<file path="config.mk">
export PLATFORM = sky130hd
export DESIGN_NAME = pipe_register
export DESIGN_NICKNAME = d
export VERILOG_FILES = /design/src/rtl/pipe_register.sv
export SDC_FILE = /design/constraint.sdc
export NUM_CORES = 1
export LEC_CHECK = 0
export BUFFER_PORTS_ARGS = -buffer_cell sky130_fd_sc_hd__buf_2
export CAP_MARGIN = 20
export CORE_MARGIN = 4
export CORE_UTILIZATION = 55
export DETAILED_ROUTE_END_ITERATION = 8
export GPL_ROUTABILITY_DRIVEN = 1
export PLACE_DENSITY = 0.78
export REMOVE_ABC_BUFFERS = 1
export SLEW_MARGIN = 20
export SYNTH_ARGS = -nofsm -noshare
export SYNTH_HDL_FRONTEND = slang
export SYNTH_SLANG_ARGS = --single-unit
</file>
<file path="constraint.sdc">
create_clock -name clk -period 2.54 [get_ports clk]
set_input_delay 0.254 -clock clk [delete_from_list [all_inputs] [get_ports clk]]
set_output_delay 0.254 -clock clk [all_outputs]
set_load 0.01 [all_outputs]
</file>
<file path="src/rtl/pipe_register.sv">
// rtl/pipe_register.sv - elastic multi-stage pipeline register with valid/ready handshake
//
// Purpose: DEPTH-stage register pipeline. Each stage holds a valid bit and a
// data word. Bubbles collapse so that a stalled output still lets upstream
// stages fill. Throughput is one word per cycle with no stall, and latency is
// DEPTH cycles.
//
// Ports:
//   clk        in   rising-edge clock
//   rst        in   asynchronous active-low reset
//   in_valid   in   upstream word valid
//   in_ready   out  block accepts in_data this cycle
//   in_data    in   upstream payload [WIDTH]
//   out_valid  out  last stage holds a valid word
//   out_ready  in   downstream accepts out_data this cycle
//   out_data   out  last-stage payload [WIDTH]
//   flush      in   synchronous discard of all held entries
//   count      out  registered number of occupied stages [$clog2(DEPTH+1)]

module pipe_register #(
    parameter int              WIDTH     = 8,
    parameter int              DEPTH     = 4,
    parameter logic [WIDTH-1:0] RESET_VAL = '0
) (
    input  logic                       clk,
    input  logic                       rst,
    input  logic                       in_valid,
    output logic                       in_ready,
    input  logic [WIDTH-1:0]           in_data,
    output logic                       out_valid,
    input  logic                       out_ready,
    output logic [WIDTH-1:0]           out_data,
    input  logic                       flush,
    output logic [$clog2(DEPTH+1)-1:0] count
);

    localparam int CW = $clog2(DEPTH+1);

    logic [DEPTH-1:0] v_q;
    logic [DEPTH-1:0] v_d;
    logic [WIDTH-1:0] d_q [DEPTH];
    logic [WIDTH-1:0] d_d [DEPTH];
    logic [CW-1:0]    count_q;
    logic [CW-1:0]    count_d;
    logic [DEPTH-1:0] adv;

    // A stage may advance when any stage at or after it is empty, or when the
    // output is being drained. The running OR walks from the output back so
    // each bit depends only on stage state, never on another adv bit.
    always_comb begin
        logic acc;
        acc            = out_ready | ~v_q[DEPTH-1];
        adv            = '0;
        adv[DEPTH-1]   = acc;
        for (int k = DEPTH - 2; k >= 0; k--) begin
            acc    = acc | ~v_q[k];
            adv[k] = acc;
        end
    end

    // Held in reset, the pipeline is empty and reports ready regardless of flush.
    assign in_ready  = ~rst | (adv[0] & ~flush);
    assign out_valid = v_q[DEPTH-1];
    assign out_data  = d_q[DEPTH-1];
    assign count     = count_q;

    always_comb begin
        v_d = v_q;
        for (int k = 0; k < DEPTH; k++) begin
            d_d[k] = d_q[k];
        end

        if (flush) begin
            // Discard entries only; data words keep their last values.
            v_d = '0;
        end else begin
            if (adv[0]) begin
                v_d[0] = in_valid;
                // Data only loads with a valid word so out_data never shows a bubble.
                if (in_valid) begin
                    d_d[0] = in_data;
                end
            end
            for (int k = 1; k < DEPTH; k++) begin
                if (adv[k]) begin
                    v_d[k] = v_q[k-1];
                    if (v_q[k-1]) begin
                        d_d[k] = d_q[k-1];
                    end
                end
            end
        end

        count_d = '0;
        for (int k = 0; k < DEPTH; k++) begin
            count_d = count_d + CW'(v_d[k]);
        end
    end

    always_ff @(posedge clk or negedge rst) begin
        if (!rst) begin
            v_q     <= '0;
            count_q <= '0;
            for (int k = 0; k < DEPTH; k++) begin
                d_q[k] <= RESET_VAL;
            end
        end else begin
            v_q     <= v_d;
            count_q <= count_d;
            for (int k = 0; k < DEPTH; k++) begin
                d_q[k] <= d_d[k];
            end
        end
    end

endmodule

</file>
==> results of run 1 <==
==> power by group through the flow <==
stage                     clock (mW)  combinational (mW)  sequential [mW]
after detailed placement           0               0.299            0.879
after global placement             0               0.286            0.865
final                          0.421               0.295            0.862
after CTS                      0.430               0.301            0.864
after global routing           0.461               0.324            0.889
after floorplan                    0               0.177            0.875
==> final cells by class <==
cell class                 count  share of cell area (%)
clock buffer                   6                    2.84
clock inverter                 2                    1.94
inverter                       3                   0.623
multi-input combinational     55                    31.1
sequential                    39                    54.0
tap                           31                    2.15
timing repair buffer          26                    7.34
==> flip-flops by register name, indices dropped and copies added (netlist names) <==
name and cells:
count 3, d_q 24, v_q 4, out_data 8
==> cell usage in the layout (no fill, tap or decap), types with 2 or more instances in the layout <==
master | Yosys | routed
mux2_2 | 24 | 24
buf_2 | 1 | 25
ha_1 | 2 | 2
mux2_4 | 8 | 8
inv_1 | 3 | 3
a21oi_1 | 2 | 2
clkbuf_4 | 0 | 5
nor2_1 | 6 | 6
dfrtp_1 | 39 | 39
or2_2 | 3 | 3
==> critical path, cell delays in order (launching register included) <==
cell and delay (ns):
dfrtp_1 0.42, and4b_1 0.31, a21oi_1 0.11, or2_2 0.30
fa_1 0.53, inv_1 0.04, ha_1 0.17, ha_1 0.27
==> cells by family after synthesis <==
group                      after synthesis  synth area share, %
muxes                                   32                 23.8
and+or+nand+nor                         15                 5.42
DFF                                     39                 59.5
buffers and inverters                   15                 6.25
AOI/OAI and AO/OA                        5                 2.29
adders and majority gates                3                 2.75
==> stage by stage <==
stage	power (mW)	utilization, %
finish	1.58	64.4
global route	1.67	64.4
floorplan	1.05	-
detailed placement	1.18	61.3
CTS	1.59	64.4
global placement	1.15	61.3
==> worst min path at each step <==
stage	cells after the start	slack [ns]	endpoint	from
floorplan	0	-0.04	count[0]$_DFF_PN0_	rst
global placement	2	0.38	out_data[6]$_DFFE_PN0P_	rst
detailed placement	2	0.39	d_q[13]$_DFFE_PN0P_	rst
CTS	2	0.005	d_q[19]$_DFFE_PN0P_	rst
global route	2	0.02	d_q[29]$_DFFE_PN0P_	rst
finish	2	-0.004	d_q[14]$_DFFE_PN0P_	rst
==> layer usage <==
metal / track usage, % / vias to the layer above
li1: - / 407
met1: 17.0 / 418
met2: 22.5 / 24
met3: 6.12 / 4
met4: 6.61 / 0
met5: 0 / -
==> impl_metrics.ini, run 1 <==
[sta]
hold_slack_ns = -0.00414
setup_slack_ns = 0.283
period_needed_ns = 2.26
finalCritPeriodShare_pct = 88.9
setup_viol = 0
finClkSkew_ns = 0.00783
drv_slew = 0
finalHoldViolCount = 13
tns_ns = 0
rsz0062_at_grt = false
slew_headroom_pct = 56.3
max_freq_mhz = 443
tightestPinTransition_ns = 0.653

[logic_synthesis]
ys_async_sr_fraction_pct = 100
syn_area_um2 = 1640
ys_warn_count = 0
synth-main-ff-cell = dfrtp_1
postSynthCellCount = 109
synth_top_cell_area_share_pct = 59.5
ys_seq_elements = 39
netlist_top_cells_area = dfrtp_1 (59%), mux2_2 (16%), mux2_4 (7.3%)
synth.distinct_cells = 22
synth_most_common_cell = dfrtp_1
yosysTopAreaCell = dfrtp_1
synth_seq_area_share_pct = 59.5
yosys-top-cells-count = dfrtp_1 (39), mux2_2 (24), buf_4 (8), mux2_4 (8), nor2_1 (6)
synth_area_per_cell_um2 = 15.0
synth_edf_count = 0

[power]
swShare_pct = 24.2
powerDensity_nw_per_um2 = 873
internal-power_mw = 1.20
vdd_ir_drop_max_v = 0.000464
clkPwrFrac_pct = 26.7
leakagePower_nw = 0.916
power_frac_comb_pct = 18.7
seq_power_share_pct = 54.6
p_switching_mw = 0.381

[placement]
dpl.hpwl_um = 1790
dpl_cell_area_um2 = 1720
io_buffers = 25
gp_congestion = 0.743
dp_worst_setup_slack_ns = 0.285
dp.cells = 154

[detailed_routing]
met3_wirelength_um = 139
wl_per_cell_um = 14.3
via_per_inst = 5.27
ant_nets = 0
drt-initial-drc-count = 13
drt-total-wl_um = 2310
num_vias = 853
top_layer = met4
firstDrtPassIters = 2
drc_errors = 0
met1_length_um = 1040
dr_wl_met2_um = 1090

[worst_setup_path]
crit_start = v_q[2]$_DFF_PN0_
crit_path_end_kind = flip-flop
r2r-start = v_q[2]$_DFF_PN0_
endpoint = count[1]$_DFF_PN0_
worstSetupPathType = reg2reg
critical_path.startpoint_type = flip-flop
crit_path_max_fanout = 5
worstPathRequired_ns = 2.77
r2r_cells = 7
r2r_end = count[1]$_DFF_PN0_
cp.arrival_ns = 2.48
ff2ff_setup_slack_ns = 0.28

[clock_tree]
cts_buffer_depth = 2
cts_max_level = 2
cts_setup_buffers = 0
cts_tree = built
numCtsBuffers = 5
clock-sinks = 39
cts_resized = 0
clkSlewWorstSetupHoldPaths_ns = 0.11
cts-root-buf = clkbuf_4
postCtsHoldBufs = 0
insertion_delay_ns = 0.34

[die]
die_area_um2 = 3920
rows = 19
fp.coreArea_um2 = 2810
start_util_pct = 58.5
chipWidth_um = 62.6
die_h_um = 62.6
io_pins = 26

[finish]
antennaDiodeCount = 0
fin_area_um2 = 1810
final_nets = 146
fill_cells = 208
fin_cells = 162
drive_above_1_share_pct = 55.7
multiInputGateArea_um2 = 562
regArea_um2 = 976
syn_to_final_growth_pct = 10.1

[status]
status = finished with violations
violations = hold timing

[global_routing]
grt_pass1_vias = 901
gr-total-overflow = 0
grtUsageTotal_pct = 14.3
grt_first_pass_wirelength_um = 4280
grt_max_degree = 40
antenna_found_initial = 0

[run]
max_cap_viol_count = 0

[hold_path]
worstHoldPathType = in2async
No activity file was read; power rests on OpenSTA's default activity.
==> run 2: changes to the inputs <==
--- a/config.mk
+++ b/config.mk
@@ -9,8 +9,10 @@
 export CAP_MARGIN = 20
 export CORE_MARGIN = 4
 export CORE_UTILIZATION = 55
+export CTS_CLUSTER_SIZE = 12
 export DETAILED_ROUTE_END_ITERATION = 8
 export GPL_ROUTABILITY_DRIVEN = 1
+export MAX_ROUTING_LAYER = met4
 export PLACE_DENSITY = 0.78
 export REMOVE_ABC_BUFFERS = 1
 export SLEW_MARGIN = 20
==> run 2 against run 1 <==
Compared with the run above:
- the run now ends clean
- clock power shrank 1%
- sequential power about the same
- clock skew is 0.0010 ns lower
- sequential cell count unchanged
- cell count did not move
- count of clock-buffer cells in the layout unchanged
- combinational power is essentially flat
- critical path type unchanged
==> impl_metrics.ini, run 2 (synthesized netlist as in run 1, its figures left out) <==
[finish]
top_register = d_q
final_nets = 146
fin_cells = 162
drive_above_1_share_pct = 55.7
syn_to_final_growth_pct = 10.1
layout_common_cells = dfrtp_1 (39), buf_2 (25), mux2_2 (24)
fill_cells = 208
final_common_cell = dfrtp_1
largest_register_ff_count = 24
antennaDiodeCount = 0

[die]
chipWidth_um = 62.6
io_pins = 26
die_h_um = 62.6
fp.coreArea_um2 = 2810
die_area_um2 = 3920
rows = 19
start_util_pct = 58.5

[global_routing]
grt_most_used_layer = met2
antenna_found_initial = 0
grt_pass1_vias = 907
grt_max_degree = 40
grtUsageTotal_pct = 14.7
grt_first_pass_wirelength_um = 4260
grt_util_met1_pct = 17.0
met3_usage_pct = 5.94
met2_usage_pct = 22.5
gr-total-overflow = 0

[clock_tree]
cts_max_level = 2
clock-sinks = 39
clkSlewWorstSetupHoldPaths_ns = 0.11
cts-root-buf = clkbuf_4
postCtsHoldBufs = 0
insertion_delay_ns = 0.33
cts_resized = 0
cts_buffer_depth = 2
cts_setup_buffers = 0
cts_tree = built
numCtsBuffers = 5

[sta]
rsz0062_at_grt = false
slew_headroom_pct = 56.0
period_needed_ns = 2.26
tns_ns = 0
finClkSkew_ns = 0.00680
tightestPinTransition_ns = 0.658
finalCritPeriodShare_pct = 88.9
drv_slew = 0
setup_viol = 0
finalHoldViolCount = 0
max_freq_mhz = 443

[hold_path]
worstHoldPathType = in2async

[worst_setup_path]
crit_path_max_fanout = 5
r2r-start = v_q[2]$_DFF_PN0_
r2r_end = count[1]$_DFF_PN0_
worstSetupPathType = reg2reg
r2r_cells = 7
crit_path_end_kind = flip-flop
cp.arrival_ns = 2.49
ff2ff_setup_slack_ns = 0.28
critical_path.startpoint_type = flip-flop
worstPathRequired_ns = 2.77

[detailed_routing]
drt-initial-drc-count = 17
num_vias = 852
drc_errors = 0
firstDrtPassIters = 4
ant_nets = 0
via_per_inst = 5.26
drt-total-wl_um = 2300
wl_per_cell_um = 14.2

[status]
status = finished, final reports clean

[placement]
io_buffers = 25
dp.cells = 154
dpl.hpwl_um = 1790
gp_congestion = 0.752

[power]
powerDensity_nw_per_um2 = 871
vdd_ir_drop_max_v = 0.000463
leakagePower_nw = 0.916

[run]
max_cap_viol_count = 0
run 2: cell counts in the layout (fill, tap and decap cells not counted):
Identical to the previous run, type by type.
run 2: worst max path at each step:
stage                startpoint                 end  slack, ns  depth (start not counted)
2_1_floorplan  v_q[3]$_DFF_PN0_  count[1]$_DFF_PN0_       0.39                          7
3_3_place_gp          out_ready  count[1]$_DFF_PN0_       0.35                          8
3_5_place_dp          out_ready  count[1]$_DFF_PN0_       0.29                          8
4_1_cts        v_q[2]$_DFF_PN0_  count[1]$_DFF_PN0_       0.27                          7
5_1_grt        v_q[2]$_DFF_PN0_  count[1]$_DFF_PN0_       0.12                          7
6_report       v_q[2]$_DFF_PN0_  count[1]$_DFF_PN0_       0.28                          7
run 2: worst max-delay path, cell delays in order, from the launching register on:
cell     delay, ns
dfrtp_1       0.42
and4b_1       0.31
a21oi_1       0.11
or2_2         0.30
fa_1          0.53
inv_1         0.04
ha_1          0.17
ha_1          0.27
run 2: through the flow:
stage                     power [mW]  util [%]  hold slack (ns)  area (um2)  setup WS, ns
final                           1.57      64.4          0.00177        1810         0.282
after global routing            1.67      64.4           0.0225        1810         0.118
after CTS                       1.59      64.4          0.00501        1810         0.274
after detailed placement        1.18      61.3            0.387        1720         0.285
after global placement          1.15      61.3            0.380        1720         0.349
after floorplan                 1.05         -          -0.0416        1550         0.387
run 2: layout make-up:
type                    instances  area, um2  share of cell area [%]
clock inverters                 2       35.0                    1.94
inverters                       3       11.3                   0.623
flip-flops and latches         39        976                    54.0
multi-input cells              55        562                    31.1
clock buffers                   6       51.3                    2.84
well taps                      31       38.8                    2.15
repair buffers                 26        133                    7.34
run 2: report_power, final:
part | total [mW] | switching (mW) | leakage (nW) | internal, mW
sequential | 0.862 | 0.0827 | 0.485 | 0.779
clock | 0.417 | 0.184 | 0.0482 | 0.233
combinational | 0.295 | 0.110 | 0.383 | 0.185
run 2: per-layer routing:
layer	wire [um]	part of all wire (%)
met1	1010	44
met2	1100	48
met3	143	6.2
met4	51	2.2
met5	0	0
